### src/rtl/clk_div_prog.sv
// -----------------------------------------------------------------------------
// clk_div_prog
//
// Runtime-programmable multi-channel clock divider. Every channel produces a
// 50%-duty divided clock and a one-cycle strobe on each rising edge of that
// clock. The output period is 2*H system cycles, where H is the channel's
// active half-period.
//
// Channel 0 is frequency-programmed. A small FSM turns the requested waveform
// frequency into a half-period with a sequential restoring divider:
//   H0 = CLK_HZ / (freq * 2 * STEPS), clamped to [1, 2^CNT_W-1]
// freq = 0 halts channel 0 and runs no division.
// Channels 1..CH-1 take their half-period directly from div_half.
//
// A new half-period only reaches a channel on that channel's toggle edge, or
// on the next edge if the channel is halted. A running phase is therefore
// never cut short, so changing the divisor cannot produce a glitch.
//
// Handshake: this block has no valid/ready pair. busy is high while a division
// is running. The divider result is written to the channel-0 pending register
// on the same edge that busy falls. half0 shows the half-period channel 0 is
// currently using, not the pending one.
//
// Ports
//   clk        in   1               system clock, rising edge
//   rst_n      in   1               asynchronous active-low reset
//   freq       in   FREQ_W          channel-0 waveform frequency in Hz, 0 = halt
//   div_half   in   (CH-1)*CNT_W    half-periods of channels 1..CH-1, 0 = halt;
//                                   channel i at [(i-1)*CNT_W +: CNT_W]
//   clk_out    out  CH              divided clocks
//   tick       out  CH              strobe on each 0->1 edge of clk_out
//   busy       out  1               divider is computing
//   half0      out  CNT_W           half-period applied to channel 0
//   dbg_state  out  1               frequency-calculator FSM state (1 = CALC)
// -----------------------------------------------------------------------------
module clk_div_prog #(
  parameter int unsigned CLK_HZ = 50_000_000,
  parameter int unsigned STEPS  = 4096,
  parameter int unsigned CH     = 3,
  parameter int unsigned CNT_W  = 16,
  parameter int unsigned FREQ_W = 8,
  parameter int unsigned DIV_W  = 32
) (
  input  logic                      clk,
  input  logic                      rst_n,
  input  logic [FREQ_W-1:0]         freq,
  input  logic [(CH-1)*CNT_W-1:0]   div_half,
  output logic [CH-1:0]             clk_out,
  output logic [CH-1:0]             tick,
  output logic                      busy,
  output logic [CNT_W-1:0]          half0,
  output logic                      dbg_state
);

  // Shifting freq left by log2(2*STEPS) multiplies it by 2*STEPS, giving the
  // divisor. STEPS is a power of two.
  localparam int unsigned       SHIFT    = $clog2(2 * STEPS);
  localparam int unsigned       IT_W     = $clog2(DIV_W);
  localparam logic [IT_W-1:0]   IT_LAST  = IT_W'(DIV_W - 1);
  localparam logic [DIV_W-1:0]  DIVIDEND = DIV_W'(CLK_HZ);
  localparam logic [CNT_W-1:0]  H_MAX    = '1;

  typedef enum logic {
    S_IDLE = 1'b0,
    S_CALC = 1'b1
  } calc_state_t;

  calc_state_t        state;
  logic [FREQ_W-1:0]  last_freq;
  logic [DIV_W-1:0]   divisor;
  logic [DIV_W-1:0]   dvd;       // dividend; bits leave through the MSB
  logic [DIV_W-1:0]   rem;       // partial remainder, always < divisor
  logic [DIV_W-1:0]   quo;       // quotient; bits enter at the LSB
  logic [IT_W-1:0]    iter;
  logic [CNT_W-1:0]   pend0;     // next half-period for channel 0

  // ---------------------------------------------------------------------------
  // One restoring-division step. The remainder is shifted left and the next
  // dividend bit is brought in. The divisor is subtracted only when it fits.
  // rem_sh needs one extra bit because it can reach 2*divisor-1.
  // ---------------------------------------------------------------------------
  logic [DIV_W:0]     rem_sh;
  logic [DIV_W-1:0]   rem_sub;
  logic               q_bit;
  logic [DIV_W-1:0]   rem_next;
  logic [DIV_W-1:0]   quo_next;
  logic [CNT_W-1:0]   q_clamped;

  always_comb begin
    rem_sh   = {rem, dvd[DIV_W-1]};
    q_bit    = (rem_sh >= {1'b0, divisor});
    // When q_bit is set the difference is below divisor, so the low DIV_W bits
    // hold it exactly.
    rem_sub  = rem_sh[DIV_W-1:0] - divisor;
    rem_next = q_bit ? rem_sub : rem_sh[DIV_W-1:0];
    quo_next = {quo[DIV_W-2:0], q_bit};
  end

  // The quotient is clamped so that it always fits the counter. It is also
  // kept at least 1, because a non-zero frequency must never look like a halt.
  always_comb begin
    if (quo_next == '0) begin
      q_clamped = CNT_W'(1);
    end else if (quo_next > DIV_W'(H_MAX)) begin
      q_clamped = H_MAX;
    end else begin
      q_clamped = quo_next[CNT_W-1:0];
    end
  end

  // ---------------------------------------------------------------------------
  // Frequency calculator. A freq change seen during CALC is not lost: the
  // running division completes, then the IDLE compare sees the new value and
  // starts another division. The most recent value is the one that wins.
  // ---------------------------------------------------------------------------
  always_ff @(posedge clk or negedge rst_n) begin
    if (!rst_n) begin
      state     <= S_IDLE;
      last_freq <= '0;
      divisor   <= '0;
      dvd       <= '0;
      rem       <= '0;
      quo       <= '0;
      iter      <= '0;
      pend0     <= '0;
      busy      <= 1'b0;
    end else begin
      case (state)
        S_IDLE: begin
          if (freq != last_freq) begin
            last_freq <= freq;
            if (freq == '0) begin
              pend0 <= '0;
            end else begin
              divisor <= DIV_W'(freq) << SHIFT;
              dvd     <= DIVIDEND;
              rem     <= '0;
              quo     <= '0;
              iter    <= '0;
              busy    <= 1'b1;
              state   <= S_CALC;
            end
          end
        end
        S_CALC: begin
          rem  <= rem_next;
          quo  <= quo_next;
          dvd  <= {dvd[DIV_W-2:0], 1'b0};
          iter <= iter + IT_W'(1);
          if (iter == IT_LAST) begin
            pend0 <= q_clamped;
            busy  <= 1'b0;
            state <= S_IDLE;
          end
        end
        default: begin
          state <= S_IDLE;
          busy  <= 1'b0;
        end
      endcase
    end
  end

  assign dbg_state = (state == S_CALC);

  // ---------------------------------------------------------------------------
  // Per-channel half-period counters.
  //   h == 0 : halted. The output is held low and the pending value is
  //            reloaded every cycle, so a restart begins at once.
  //   wrap   : the output toggles, the counter clears, and the pending value
  //            is loaded. Loading only here keeps every phase full length.
  //            The >= compare makes the wrap safe even if h is ever smaller
  //            than the current count.
  // A wrap that loads 0 stops the channel. If the output is high at that
  // moment, the h == 0 branch drives it low on the next edge.
  // ---------------------------------------------------------------------------
  for (genvar g = 0; g < CH; g++) begin : g_ch
    logic [CNT_W-1:0] pend;
    logic [CNT_W-1:0] h;
    logic [CNT_W-1:0] cnt;
    logic             out_q;
    logic             tick_q;

    if (g == 0) begin : g_src0
      assign pend  = pend0;
      assign half0 = h;
    end else begin : g_srcn
      assign pend = div_half[(g-1)*CNT_W +: CNT_W];
    end

    always_ff @(posedge clk or negedge rst_n) begin
      if (!rst_n) begin
        h      <= '0;
        cnt    <= '0;
        out_q  <= 1'b0;
        tick_q <= 1'b0;
      end else if (h == '0) begin
        cnt    <= '0;
        out_q  <= 1'b0;
        tick_q <= 1'b0;
        h      <= pend;
      end else if (cnt >= h - CNT_W'(1)) begin
        cnt    <= '0;
        out_q  <= ~out_q;
        tick_q <= ~out_q;      // strobe only on the 0->1 toggle
        h      <= pend;
      end else begin
        cnt    <= cnt + CNT_W'(1);
        tick_q <= 1'b0;
      end
    end

    assign clk_out[g] = out_q;
    assign tick[g]    = tick_q;
  end

endmodule

### config.mk
export PLATFORM = sky130hd
export DESIGN_NAME = clk_div_prog
export DESIGN_NICKNAME = d
export VERILOG_FILES = /design/src/rtl/clk_div_prog.sv
export SDC_FILE = /design/constraint.sdc
export NUM_CORES = 1
export LEC_CHECK = 0
export ABC_CLOCK_PERIOD_IN_PS = 5450
export CAP_MARGIN = 40
export CORE_ASPECT_RATIO = 1.4
export CORE_MARGIN = 2
export CORE_UTILIZATION = 45
export CTS_CLUSTER_SIZE = 12
export DETAILED_ROUTE_END_ITERATION = 8
export DONT_BUFFER_PORTS = 1
export GPL_TIMING_DRIVEN = 0
export PLACE_DENSITY_LB_ADDON = 0.15
export SETUP_SLACK_MARGIN = 0.15
export SLEW_MARGIN = 20
export SYNTH_ARGS = -nofsm -noshare
export SYNTH_HDL_FRONTEND = slang
export SYNTH_SLANG_ARGS = --single-unit
export TNS_END_PERCENT = 30
### constraint.sdc
create_clock -name clk -period 5.45 [get_ports clk]
set_input_delay 1.09 -clock clk [delete_from_list [all_inputs] [get_ports clk]]
set_output_delay 1.09 -clock clk [all_outputs]
set_load 0.02 [all_outputs]
Word level (Yosys, flattened, before mapping)
Cells that the tools add are included.
{"block": "totals", "reg_bits": 236, "latchBits": 0, "ramBits": 0, "rom_bits": 0, "in_bits": 42, "out_inout_bits": 24, "word_cells": 107, "memories": 0}
{"block": "classes", "add_sub_neg": 8, "mul": 0, "div_mod_pow": 0, "order_cmp": 5, "n_eq_ne": 6, "n_shift": 0, "n_mux": 49, "bitwise_logic": 5, "reduce_logical": 13}
{"operator": "$mux W16", "count": 17}
{"operator": "$mux W32", "count": 5}
{"operator": "$pmux W32 S2", "count": 2}
{"operator": "$pmux W31 S2", "count": 1}
{"operator": "$add A16 B1 Y16 const B", "count": 3}
{"operator": "$ge A16 B16 Y1", "count": 3}
{"operator": "$logic_not A16 Y1", "count": 3}
{"operator": "$sub A16 B1 Y16 const B", "count": 3}
{"operator": "$ge A33 B21 Y1", "count": 1}
{"operator": "$gt A32 B16 Y1 const B", "count": 1}
{"operator": "$logic_not A32 Y1", "count": 1}
{"operator": "$pmux W16 S2", "count": 1}
{"operator": "$sub A32 B21 Y32", "count": 1}
{"operator": "$mux W1", "count": 18}
{"operator": "$mux W5", "count": 2}
{"operator": "$pmux W5 S2", "count": 1}
{"operator": "$reduce_and A3 Y1", "count": 3}
{"operator": "$logic_not A8 Y1", "count": 1}
{"operator": "$ne A8 B8 Y1", "count": 1}
{"operator": "$ne A2 B2 Y1 const B", "count": 3}
{"operator": "$reduce_bool A2 Y1", "count": 3}
{"operator": "$add A5 B1 Y5 const B", "count": 1}
{"operator": "$eq A5 B5 Y1 const B", "count": 1}
{"operator": "$not A1 Y1", "count": 5}
{"operator": "other kinds (3)", "count": 5}

Logic depth before layout (Yosys ltp)
{"block": "logic_depth", "word_depth": 6, "depth_mapped": 16, "ltp_nobuf": 13}

Worst setup path after synthesis
OpenSTA, ideal clock, no wires.
{"block": "synth_path", "path_type": "register to register", "from": "register g_ch[0].h[5] (netlist: half0[5])", "to": "register g_ch[0].h[10] (netlist: half0[10])", "setup_ps": 125, "t_arrival_ps": 3431, "required_time_ps": 5325, "setup_slack_ps": 1894, "path_stages_with_launch": 16, "period_less_slack_ps": 3556, "path_cell_list": "dfrtp_1 or4_1 nor2_1 nand2_1 nor3_1 xnor2_1 ha_1 a21oi_1 o21ai_0 a211o_1 a41oi_1 o31ai_1 or2_1 buf_6 buf_12 mux2_4"}
{"block": "synth_between", "elab_chain_len": 3, "elab_cells_between_ends": 5, "cone_classes": "add/sub (1); order compare (1); mux (1); reduce/logical (2)"}
{"item": "start, declared", "line": "179", "text": "logic [CNT_W-1:0] h;"}
{"item": "start signal, assigned", "line": "201", "text": "h <= pend;"}
{"item": "start signal, assigned", "line": "206", "text": "h <= pend;"}
{"item": "$sub A16 B1 Y16", "line": "202", "text": "end else if (cnt >= h - CNT_W'(1)) begin"}
{"item": "$ge A16 B16 Y1", "line": "202"}
{"item": "$reduce_bool A2 Y1 (no source line)"}
Parallel ways exist; a longest one is shown, timed or not.
A chain may end at the register's enable or synchronous reset.

Final worst setup path
{"block": "layout_path", "from": "register g_ch[0].h[5] (netlist: half0[5])", "to": "register g_ch[0].h[14] (netlist: half0[14])"}
Same word-level chain as after synthesis.

==> flow_metrics.py <==
metrics = {
    "clock_tree": {
        "cts_max_path_buffers": 3,
        "root_buffer": "clkbuf_16",
        "cts_hold_buf": 0,
        "path_clk_slew_ns": 0.06,
        "cts.sink_count": 229,
        "post_cts_resized": 0,
        "post_cts_buffers": 0,
        "cts_buffers": 26,
        "cts_tree": "done",
        "htreeDepth": 1,
        "clk_latency_ns": 0.53,
    },
    "power_and_ir_drop": {
        "worst_ir_drop_vdd_mv": 0.2975,
        "p_leak_nw": 5.610,
        "power.density_nw_per_um2": 448.5,
    },
    "die": {
        "fp.dieW_um": 139.9,
        "start_util_pct": 45.81,
        "core_area_um2": 25380,
        "pin_count": 66,
        "fp-row-count": 69,
        "die_h_um": 194.2,
        "die-area_um2": 27160,
    },
    "final_layout": {
        "fillCellCount": 2318,
        "final_common_cell": "dfrtp_1",
        "area_growth_syn_to_layout_pct": 11.14,
        "final_cell_mix": "dfrtp_1, nor2_1, nand2_1",
        "regArea_um2": 5731,
        "antennaDiodeCount": 0,
        "nNetsFinal": 1225,
        "fin_cells": 1450,
        "multi_input_area_um2": 5485,
        "drive_gt1_share_pct": 10.61,
    },
    "timing": {
        "finalSetupViolations": 0,
        "max_slew.worst_pin.slew_ns": 0.7831,
        "period_share_pct": 78.10,
        "hold_violations": 0,
        "fin_tns_setup_ns": 0,
        "rsz0062_at_grt": "false",
        "post-route-min-period_ns": 4.256,
        "fmax_mhz": 235.0,
        "max_slew_margin_pct": 47.34,
        "skew_ns": 0.01277,
        "slew_violations": 0,
    },
    "yosys": {
        "synth_cell_type_count": 62,
        "yosysSeqAreaShare_pct": 49.28,
        "synthArstFlopShare_pct": 100.0,
        "netlist_area_um2": 11630,
        "avgSynthCellArea_um2": 10.70,
        "synth_flop_cell": "dfrtp_1",
        "netlist.area_leader.share_pct": 49.28,
        "yosys.area.top_type": "dfrtp_1",
        "synth_warnings": 0,
        "synth.net_count": 1197,
        "syn_inst": 1087,
        "synth_area_leaders": "dfrtp_1, ha_1, xnor2_1, a22o_1, mux2_2",
        "synth_edf_count": 0,
        "synth-seq-cells": 229,
    },
    "route": {
        "vias_per_cell": 5.482,
        "drc_errors": 0,
        "num_vias": 7949,
        "drt_iter0_drc": 298,
        "drtAntennaViolNets": 0,
        "drtPass1Iterations": 7,
        "wl_per_cell_um": 16.51,
        "routed_wl_mm": 23.93,
    },
    "critical_path": {
        "crit_buf_inv": 2,
        "worstPathMaxFanout": 10,
        "crit_family": "simple AND/OR/NAND/NOR gates",
        "cp_data_arrival_time_ns": 4.67,
        "cp-start-kind": "flip-flop",
        "path_cells": "or4_1 > nor2_1 > nand2_1 > nor4_1 > xnor2_1 > ha_1 > nand2_1 > o21ai_0 > a211o_1 > a41oi_1 > o31ai_1 > or2_1 > buf_6 > buf_6 > mux2_1",
        "crit_type": "flip-flop to flip-flop",
        "required_ns": 5.86,
        "timing.critical_path.slowest_stage_cell": "o31ai_1",
        "max_stage_delay_ns": 0.70,
        "cp-end-kind": "flip-flop",
    },
    "place": {
        "dp_hpwl_mm": 16.72,
        "place.gp.congestion": 0.8450,
        "dp.cells": 1406,
        "port_buffers": 0,
    },
    "global_route": {
        "track_usage_pct": 18.04,
        "grt_pass1_wl_mm": 41.10,
        "grt-ovfl-total": 0,
        "grt_max_degree": 230,
        "antenna_found_initial": 0,
        "grt_pass1_vias": 8209,
    },
    "status": {
        "status": "completed",
    },
    "worst_hold_path": {
        "min_path_type": "input port to async pin",
    },
    "job": {
        "cap_violations": 0,
    },
}
## kinds of logic (layout without fill, tap and decap cells)
| family | count (synthesis) | in the layout | share of synthesized area [%] |
|---|---|---|---|
| compound gates | 219 | 219 | 12.93 |
| xor+xnor | 103 | 103 | 7.759 |
| fa+ha+maj | 68 | 68 | 7.382 |
| buf+inv | 84 | 128 | 3.583 |
| flops | 229 | 229 | 49.28 |
| mux | 50 | 50 | 5.154 |
| simple gates | 334 | 334 | 13.90 |
## per-stage QoR
stage | power (W) | area, um2 | hold slack, ns | util [%] | worst slack [ns]
floorplan | 0.003678 | 11630 | 0.4436 | - | 1.894
global placement | 0.003984 | 12030 | 0.4630 | 47.38 | 1.177
detailed placement | 0.004016 | 12030 | 0.4690 | 47.40 | 1.137
CTS | 0.005859 | 12920 | 0.2372 | 50.91 | 1.115
global route | 0.006184 | 12920 | 0.2242 | 50.91 | 0.8306
finish | 0.005795 | 12920 | 0.2576 | 50.91 | 1.194
## final timing paths
check | start | endpoint | slack (ns) | cells after the start
min | rst_n | g_ch[2].cnt[5] | 0.26 | 0
max in group asynchronous | rst_n | rem[3] | 4.81 | 0
min in group clk | g_ch[0].pend[3] | g_ch[0].pend[3] | 0.47 | 2
max | half0[5] | half0[14] | 1.19 | 15
min reg2reg | g_ch[0].pend[3] | g_ch[0].pend[3] | 0.47 | 2
max reg2reg | half0[5] | half0[14] | 1.19 | 15
## flip-flops by register name (all words and copies together) (netlist names)
signal / flops
half0: 16
busy: 1
dvd: 25
iter: 5
last_freq: 8
g_ch.tick_q: 3
quo: 31
dbg_state: 1
g_ch.out_q: 3
g_ch.pend: 16
rem: 32
g_ch.h: 32
g_ch.cnt: 48
divisor: 8
## synth_stat cells (all sizes together), types with 2 or more instances
library cell and count:
clkbuf 24, buf 20, a32oi 4, nand3 15, inv 40, ha 67
nor3b 4, nand2b 10, or3 5, nor3 22, or2 6, dfrtp 229
a22oi 8, a21oi 21, nor4b 2, a21o 9, mux2 49, nand4b 2
and3b 2, xnor2 71, or4 10, nor4 20, a2bb2oi 4, o21ai 81
o41ai 2, nand4 15, a211oi 6, o31ai 4, nand2 85, nor2 112
a211o 4, xor2 32, a41oi 6, o31a 2, nor2b 5, a22o 62
and3 14
## metal layers
layer | GRT usage [%] | wire length (um) | up-vias
met5 | 0 | 0 | -
met4 | 4.111 | 372 | 0
met3 | 3.482 | 1029 | 30
met2 | 32.36 | 12150 | 106
met1 | 22.42 | 10380 | 3893
li1 | - | - | 3920
## power by group
part / internal, W / switching, W / total [W] / leakage [nW]
logic: 0.000747 / 0.000660 / 0.00141 / 2.45
registers: 0.00218 / 0.000403 / 0.00259 / 2.72
clock network: 0.00112 / 0.000683 / 0.00180 / 0.438
## cell type report
class | instances | share of cell area, %
buffer | 44 | 2.062
clock buffer | 36 | 5.955
clock inverter | 8 | 0.9392
inverter | 40 | 1.162
multi-input combinational | 774 | 42.45
sequential | 229 | 44.35
tap | 319 | 3.089
Power figures use the tool's default switching activity.
